File: config.mk
export PLATFORM = sky130hd
export DESIGN_NAME = joy_db15_tx
export DESIGN_NICKNAME = d
export VERILOG_FILES = /design/src/rtl/joy_db15_pkg.sv /design/src/rtl/joy_db15_tx_sync_edge.sv /design/src/rtl/joy_db15_tx.sv
export SDC_FILE = /design/constraint.sdc
export NUM_CORES = 1
export LEC_CHECK = 0
export ABC_AREA = 0
export CAP_MARGIN = 10
export CELL_PAD_IN_SITES_DETAIL_PLACEMENT = 0
export CELL_PAD_IN_SITES_GLOBAL_PLACEMENT = 1
export CORE_UTILIZATION = 25
export CTS_BUF_LIST = sky130_fd_sc_hd__clkbuf_16
export DETAILED_ROUTE_END_ITERATION = 6
export PLACE_DENSITY_LB_ADDON = 0.1
export SYNTH_ARGS = -nofsm -noshare
export SYNTH_HDL_FRONTEND = slang
export SYNTH_SLANG_ARGS = --single-unit
export TNS_END_PERCENT = 100
File: constraint.sdc
create_clock -name clk -period 3 [get_ports clk]
set_input_delay 0.3 -clock clk [delete_from_list [all_inputs] [get_ports clk]]
set_output_delay 0.3 -clock clk [all_outputs]
set_load 0.005 [all_outputs]
File: src/rtl/joy_db15_pkg.sv
// Shared constants and state encoding for the DB15 joystick serial responder.
package joy_db15_pkg;

    localparam int PW         = 16;
    localparam int FRAME_BITS = 2 * PW;
    localparam int CNT_W      = $clog2(FRAME_BITS + 1);

    typedef enum logic [1:0] {
        ST_IDLE,
        ST_LOAD,
        ST_SHIFT,
        ST_DONE
    } state_t;

    // Bit positions within a player word
    localparam int BTN_RIGHT = 0;
    localparam int BTN_LEFT  = 1;
    localparam int BTN_DOWN  = 2;
    localparam int BTN_UP    = 3;
    localparam int BTN_A     = 4;
    localparam int BTN_B     = 5;
    localparam int BTN_C     = 6;
    localparam int BTN_D     = 7;
    localparam int BTN_E     = 8;
    localparam int BTN_F     = 9;

endpackage

File: src/rtl/joy_db15_tx_sync_edge.sv
// Two-flop synchronizer with rising-edge detect for one host strobe.
// Defining JOY_DB15_TX_DEGLITCH_EN adds a 3-sample majority filter after the synchronizer.
module joy_sync_edge #(
    parameter logic RST_VAL = 1'b0
) (
    input  logic clk,
    input  logic reset,
    input  logic din,
    output logic level,
    output logic rise
);

    logic [1:0] sync_reg;
    logic       prev_reg;

    always_ff @(posedge clk) begin
        if (reset) begin
            sync_reg <= {2{RST_VAL}};
        end else begin
            sync_reg <= {sync_reg[0], din};
        end
    end

`ifdef JOY_DB15_TX_DEGLITCH_EN
    logic [2:0] win_reg;

    always_ff @(posedge clk) begin
        if (reset) begin
            win_reg <= {3{RST_VAL}};
        end else begin
            win_reg <= {win_reg[1:0], sync_reg[1]};
        end
    end

    // Two of three samples must agree, so a single-cycle pulse never passes
    assign level = (win_reg[0] & win_reg[1]) | (win_reg[0] & win_reg[2]) |
                   (win_reg[1] & win_reg[2]);
`else
    assign level = sync_reg[1];
`endif

    always_ff @(posedge clk) begin
        if (reset) begin
            prev_reg <= RST_VAL;
        end else begin
            prev_reg <= level;
        end
    end

    assign rise = level & ~prev_reg;

endmodule

File: src/rtl/joy_db15_tx.sv
// DB15 joystick device-side responder: parallel load of two player words, serial shift-out.
// Optional input deglitching via JOY_DB15_TX_DEGLITCH_EN (see joy_sync_edge).
module joy_db15_tx
    import joy_db15_pkg::*;
(
    input  logic          clk,
    input  logic          reset,
    input  logic [PW-1:0] joystick1,
    input  logic [PW-1:0] joystick2,
    input  logic          JOY_CLK,
    input  logic          JOY_LOAD,
    output logic          JOY_DATA,
    output logic          busy,
    output logic          frame_done,
    output logic          overrun
);

    logic clk_level_unused;
    logic clk_rise;
    logic load_s;
    logic load_rise;

    joy_sync_edge #(.RST_VAL(1'b0)) u_clk_sync (
        .clk   (clk),
        .reset (reset),
        .din   (JOY_CLK),
        .level (clk_level_unused),
        .rise  (clk_rise)
    );

    // Load strobe idles high; resetting its chain high avoids a spurious load
    joy_sync_edge #(.RST_VAL(1'b1)) u_load_sync (
        .clk   (clk),
        .reset (reset),
        .din   (JOY_LOAD),
        .level (load_s),
        .rise  (load_rise)
    );

    state_t                state_reg, state_next;
    logic [FRAME_BITS-1:0] shift_reg, shift_next;
    logic [CNT_W-1:0]      cnt_reg, cnt_next;
    logic                  data_reg, data_next;
    logic                  ovr_reg, ovr_next;
    logic                  done_reg, done_next;

    always_ff @(posedge clk) begin
        if (reset) begin
            state_reg <= ST_IDLE;
            shift_reg <= '1;
            cnt_reg   <= '0;
            data_reg  <= 1'b1;
            ovr_reg   <= 1'b0;
            done_reg  <= 1'b0;
        end else begin
            state_reg <= state_next;
            shift_reg <= shift_next;
            cnt_reg   <= cnt_next;
            data_reg  <= data_next;
            ovr_reg   <= ovr_next;
            done_reg  <= done_next;
        end
    end

    always_comb begin
        state_next = state_reg;
        shift_next = shift_reg;
        cnt_next   = cnt_reg;
        data_next  = data_reg;
        ovr_next   = ovr_reg;
        done_next  = 1'b0;

        // Load held low wins over everything, including a concurrent shift edge
        if (!load_s) begin
            state_next = ST_LOAD;
            shift_next = ~{joystick2, joystick1};
            data_next  = ~joystick1[0];
            cnt_next   = '0;
            ovr_next   = 1'b0;
        end else begin
            case (state_reg)
                ST_IDLE: begin
                end
                ST_LOAD: begin
                    if (load_rise) begin
                        state_next = ST_SHIFT;
                    end
                end
                ST_SHIFT: begin
                    if (clk_rise) begin
                        shift_next = {1'b1, shift_reg[FRAME_BITS-1:1]};
                        data_next  = shift_reg[1];
                        cnt_next   = cnt_reg + CNT_W'(1);
                        if (cnt_reg == CNT_W'(FRAME_BITS - 1)) begin
                            state_next = ST_DONE;
                            done_next  = 1'b1;
                            data_next  = 1'b1;
                        end
                    end
                end
                ST_DONE: begin
                    if (clk_rise) begin
                        ovr_next = 1'b1;
                    end
                end
                default: begin
                    state_next = ST_IDLE;
                end
            endcase
        end
    end

    assign JOY_DATA   = data_reg;
    assign busy       = (state_reg == ST_SHIFT);
    assign frame_done = done_reg;
    assign overrun    = ovr_reg;

endmodule

# Word-level counts from Yosys, hierarchy flattened
# Index checks and enable logic that the tools add are counted.
# op_classes
n_addsub	1
n_eq_ne	13
reduce_logical	8
bitwise_logic	9
muxes	13
# ops
operator	count
$mux W32	3
$not A32 Y32	1
$ne A3 B3 Y1 const B	4
$reduce_and A4 Y1	2
$add A6 B1 Y6 const B	1
$eq A6 B5 Y1 const B	1
$mux W1	6
$mux W2	3
$ne A2 B2 Y1 const B	3
$not A1 Y1	6
$reduce_and A2 Y1	3
$eq A2 B2 Y1 const B	2
$ne A2 B1 Y1 const B	2
$pmux W2 S2	1
$reduce_or A4 Y1	1
$and A1 B1 Y1	2
$eq A2 B1 Y1 const B	1
$reduce_bool A2 Y1	1
$reduce_or A2 Y1	1
# word_totals
out_inout_bits	4
input_bits	36
elab_cells	55
ff_bits	49

# Depth between registers and ports, before layout
# depth
ltp_word	5
ltp_mapped	7
ltp_nobuf	5

# By module
# A second synthesis with hierarchy kept.
# hier_totals
cells_unflattened	229
hier_area_um2	1941.9
# by_module_without_submodules
module	instances	cells_each	area_each_um2	seq_area_each_um2
joy_db15_tx	1	215	1769.2	840.8
joy_sync_edge at u_clk_sync	1	7	87.6	60.1
joy_sync_edge at u_load_sync	1	7	85.1	60.1

# Worst setup path after synthesis
# No wires, ideal clock.
# synth_path
path_kind	reg-to-reg
from	reg state_reg[0]
to	reg shift_reg[31]
period_less_slack_ps	1534
t_arrival_ps	1420
stages_incl_launch_ff	7
path_buffers	1
t_required_ps	2886
setup_time_ps	114
slack_ps	1466
cell_sequence	dfxtp_1 -> inv_1 -> ha_1 -> and3b_1 -> buf_2 -> or3_1 -> a21o_1
# synth_via
elab_chain_len	3
# synth_rtl
item	line	rtl
start, declared	joy_db15_tx.sv:40	state_t state_reg, state_next;
start signal, assigned	joy_db15_tx.sv:56	state_reg <= state_next;
$eq A2 B2 Y1	--	
net busy	joy_db15_tx.sv:13	output logic busy,
$ne A2 B2 Y1 (no line)	--	
$reduce_and A2 Y1 (no line)	--	
end signal, assigned	joy_db15_tx.sv:57	shift_reg <= shift_next;
end, declared	joy_db15_tx.sv:41	logic [FRAME_BITS-1:0] shift_reg, shift_next;
# The timed path passes the listed nets, and every way through them passes these cells.
# A chain may end at the register's enable or synchronous reset.

# Worst setup path after layout
# layout_path
from	reg state_reg[0]
to	reg shift_reg[31]
# layout_via
elab_chain_len	3
# layout_rtl
item	line	rtl
$eq A2 B2 Y1	joy_db15_tx.sv:81	case (state_reg)
$ne A2 B2 Y1 (no line)	--	
$reduce_and A2 Y1 (no line)	--	
# No other way between the ends.

==> impl.org <==
** Run status
- The flow ran to the end, and the final reports show no timing, DRC or antenna violations.

** Layout
- Final Non-Filler Cells :: 368
- 0 antenna diodes ended up in the layout.
- The register with the most flip-flops in the layout has 31 of them.
- Commonest non-fill, non-tap cell in the layout :: sky130_fd_sc_hd__nand2_1
- Commonest cells after routing, fill and taps aside :: 64 x sky130_fd_sc_hd__nand2_1, 48 x sky130_fd_sc_hd__dfxtp_1, 39 x sky130_fd_sc_hd__clkdlybuf4s50_1, 16 x sky130_fd_sc_hd__a31oi_1
- Fraction of final layout cells sized beyond drive strength 1 :: 6.39%
- Compared with the post-synthesis result, the final layout area differs by 31.7%.
- Filler cell count in the final layout :: 838
- Number of nets in the final layout :: 305

** Hold path
- Min-Delay Path Class :: reg -> reg
- The path with the worst hold slack has its endpoint at u_load_sync.sync_reg[1].
- Count of cells along the worst hold path :: 1
- Hold path startpoint :: u_load_sync.sync_reg[0]

** Synth
- After technology mapping, the gate count stands at 230.
- Of all cell types, the one taking the most synthesized area is sky130_fd_sc_hd__dfxtp_1.
- The synthesized netlist devotes 2.52% of its cell area to adder and majority cells.
- Among all flip-flop cells after synthesis, the most frequent one is sky130_fd_sc_hd__dfxtp_1.
- Biggest area contributors in the synthesized netlist :: sky130_fd_sc_hd__dfxtp_1 48%, sky130_fd_sc_hd__nand2_1 12%, sky130_fd_sc_hd__a32oi_1 6.6%, sky130_fd_sc_hd__nor3b_1 5.7%, sky130_fd_sc_hd__a31oi_1 5.0%
- For this run, the number of Yosys warnings is 0.
- Fraction of the yosys area taken by sequential cells :: 48.4%
- Share of synthesized cell area in and, or, nand and nor gates :: 25.3%
- Complex-gate fraction of the synthesized area :: 17.7%
- After Yosys synthesis, XOR and XNOR cells account for 0.882% of the synthesized area.
- Post-Syn Area :: 0.00199 mm²
- After synthesis, the netlist uses 33 different library cells.
- Counting flops with an async set or reset pin after synthesis yields a share of 0%.
- The average instance in the mapped netlist occupies 8.64 µm².
- Synth Net Count :: 270
- Synth Register Bits :: 48
- In the synthesized netlist, mux cells make up 0% of the area.
- Counting flops with a built-in enable in the synthesized netlist gives 0.
- Share of Yosys cell area claimed by the top area cell type :: 48.4%
- Dominant combinational cell family by area after synthesis :: simple AND/OR/NAND/NOR gates

** Critical path
- The worst setup path is captured at a flop.
- For the worst setup path, the data required time is 3180 ps.
- Reg2Reg Capture Point :: shift_reg[31]
- Across all register-to-register paths, the minimum setup slack is 1190 ps.
- The number of cells on the worst reg-to-reg path is 6.
- By startpoint and endpoint, the worst setup path is classified as reg -> reg.
- Arrival time reported for the critical path endpoint :: 1980 ps
- Crit-path max FO :: 34
- STA classifies the critical path startpoint as a flop.
- Startpoint of the lowest-slack register-to-register path :: state_reg[0]

** Die
- In this run the core area contains 32 standard-cell rows.
- Die H :: 91.2 µm
- X dimension of the die :: 91.2 µm
- Pin placement for this block handled 40 I/O pins.
- Floorplan core area :: 0.00769 mm²
- Initial Util :: 25.8%
- Floorplan die area :: 0.00831 mm²

** STA
- Worst clock skew :: 2.48 ps
- The number of max-slew violations in the final report is 0.
- Max frequency :: 0.553 GHz
- Setup violations remaining at the end of the flow were counted as 0.
- At the pin with the least slew margin, the transition time is 357 ps.
- Worst max-slew margin expressed relative to the limit :: 75.6%
- Final cycle utilization of the critical path :: 60.2%
- The routed design could run at a clock period as short as 1810 ps.
- The number of endpoints with negative hold slack in the final report was 0.
- For the final routed database, the setup TNS stands at 0 ps.
- Setup repair after global routing left no endpoint under its margin.

** Placement
- Counting tap cells, the placed design contains a total of 360 instances.
- At the end of routability-driven placement, the weighted congestion stood at 0.676.
- During placement, the flow inserted port buffers numbering 39.
- Once detailed placement completed, the half-perimeter wirelength came to 3140 µm.

** Power and ir drop
- Across the VDD grid, the largest voltage drop is 0.202 mV.
- Static Leak :: 0.00105 µW
- Power density over the cells :: 522 mW/mm²
- Design Power :: 1370 µW

** CTS
- In this run, post-CTS repair resized a total of 0 instances.
- For the worst-skew pair, the clock arrives at the later sink with an insertion delay of 280 ps.
- TritonCTS built the clock tree.
- Clk sink count :: 48
- The H-tree generated during clock tree synthesis spans 2 levels.
- The number of setup buffers added after CTS is 0.
- Number of buffers inserted for hold repair after clock tree synthesis :: 0
- Buffers inserted during clock tree synthesis total 5.
- The clock passes through at most 2 buffers.
- Master cell of the clock root buffer :: sky130_fd_sc_hd__clkbuf_16
- After clock tree synthesis, the clock-pin slew on the worst setup and hold paths is 60 ps.

** Global route
- Global-route wire length before repair :: 8100 µm
- Entering global routing, the biggest net connects 35 pins.
- Global routing used 12.3% of the available tracks.
- Overflow left after global routing :: 0
- The number of global-route vias before repair came to 1619.
- Antenna violations before repair :: 0

** Route
- Routed wire length :: 4820 µm
- Avg Vias per Cell :: 4.62
- DRC Markers :: 0
- Antenna violation net count after detailed routing :: 0
- The detailed router finished its first iteration with 62 violations.
- After detailed routing, the average wire length per cell comes to 13.1 µm.
- The first TritonRoute pass finished after 6 iterations.
- The routed layout has 1699 vias.

** Run
- Max-cap violations in this run came to 0.
synthesized netlist by cell type (2+ instances only):
cell type and number:
sky130_fd_sc_hd__nand2b_1 2, sky130_fd_sc_hd__or3_1 3, sky130_fd_sc_hd__nor2b_1 3, sky130_fd_sc_hd__or2_2 2
sky130_fd_sc_hd__nand2_1 64, sky130_fd_sc_hd__nand3_1 2, sky130_fd_sc_hd__inv_1 6, sky130_fd_sc_hd__nor2_1 6
sky130_fd_sc_hd__o21ai_0 2, sky130_fd_sc_hd__buf_2 11, sky130_fd_sc_hd__o211ai_1 2, sky130_fd_sc_hd__nand3b_1 2
sky130_fd_sc_hd__dfxtp_1 48, sky130_fd_sc_hd__a31oi_1 16, sky130_fd_sc_hd__clkbuf_1 7, sky130_fd_sc_hd__ha_1 4
sky130_fd_sc_hd__nand4b_1 2, sky130_fd_sc_hd__a21oi_1 5, sky130_fd_sc_hd__a32oi_1 15, sky130_fd_sc_hd__nor3b_1 15
how the worst max path moves through the flow:
| stage | startpoint | to | cells after the start | slack [ps] |
|---|---|---|---|---|
| 3_5_place_dp | state_reg[0] | shift_reg[31] | 6 | 1200 |
| 4_1_cts | state_reg[0] | shift_reg[31] | 6 | 1190 |
| 2_1_floorplan | state_reg[0] | shift_reg[31] | 6 | 1470 |
| 6_report | state_reg[0] | shift_reg[31] | 6 | 1190 |
| 3_3_place_gp | state_reg[0] | shift_reg[31] | 6 | 1240 |
| 5_1_grt | state_reg[0] | shift_reg[9] | 6 | 1060 |
stage by stage:
stage                     setup WS, ps  hold slack [ps]  util, %  area [µm²]
after floorplan                   1470              389        -        1990
after global placement            1240              413     32.2        2480
after detailed placement          1200              405     32.2        2480
after CTS                         1190              422     34.0        2620
after global routing              1060              433     34.0        2620
final                             1190              422     34.0        2620
cells by family after synthesis:
logic type	after synthesis
simple gates	104
compound gates	48
flops	48
buf+inv	24
fa+ha+maj	4
xor+xnor	2
where the power goes:
part / total, µW / switching (µW) / internal (µW)
combinational: 151 / 65.8 / 85.1
sequential: 684 / 17.5 / 666
clock: 531 / 228 / 303
total: 1370 / 311 / 1050
worst max-delay path, cell delays in order (launching register included):
cell and delay [ps]:
sky130_fd_sc_hd__dfxtp_1 360, sky130_fd_sc_hd__inv_1 70, sky130_fd_sc_hd__ha_1 270, sky130_fd_sc_hd__and3b_1 220
sky130_fd_sc_hd__buf_4 250, sky130_fd_sc_hd__or3_1 340, sky130_fd_sc_hd__a21o_1 180
per-layer routing:
metal,GRT usage (%),up-vias,share of wire (%)
met2,18.6,32,45
met1,17.1,782,51
met3,3.18,2,3.3
li1,-,883,-
met5,0,-,0
met4,3.97,0,0.62
cell type report:
type                            instances  area, µm²  share of cell area, %
Multi-Input combinational cell        158        925                   35.3
Inverter                                6       22.5                  0.860
Clock inverter                          3       13.8                  0.526
Tap cell                              102        128                   4.88
Sequential cell                        48        961                   36.7
Clock buffer                            5        125                   4.78
Timing Repair Buffer                   46        443                   16.9
Power figures use the tool's default switching activity.
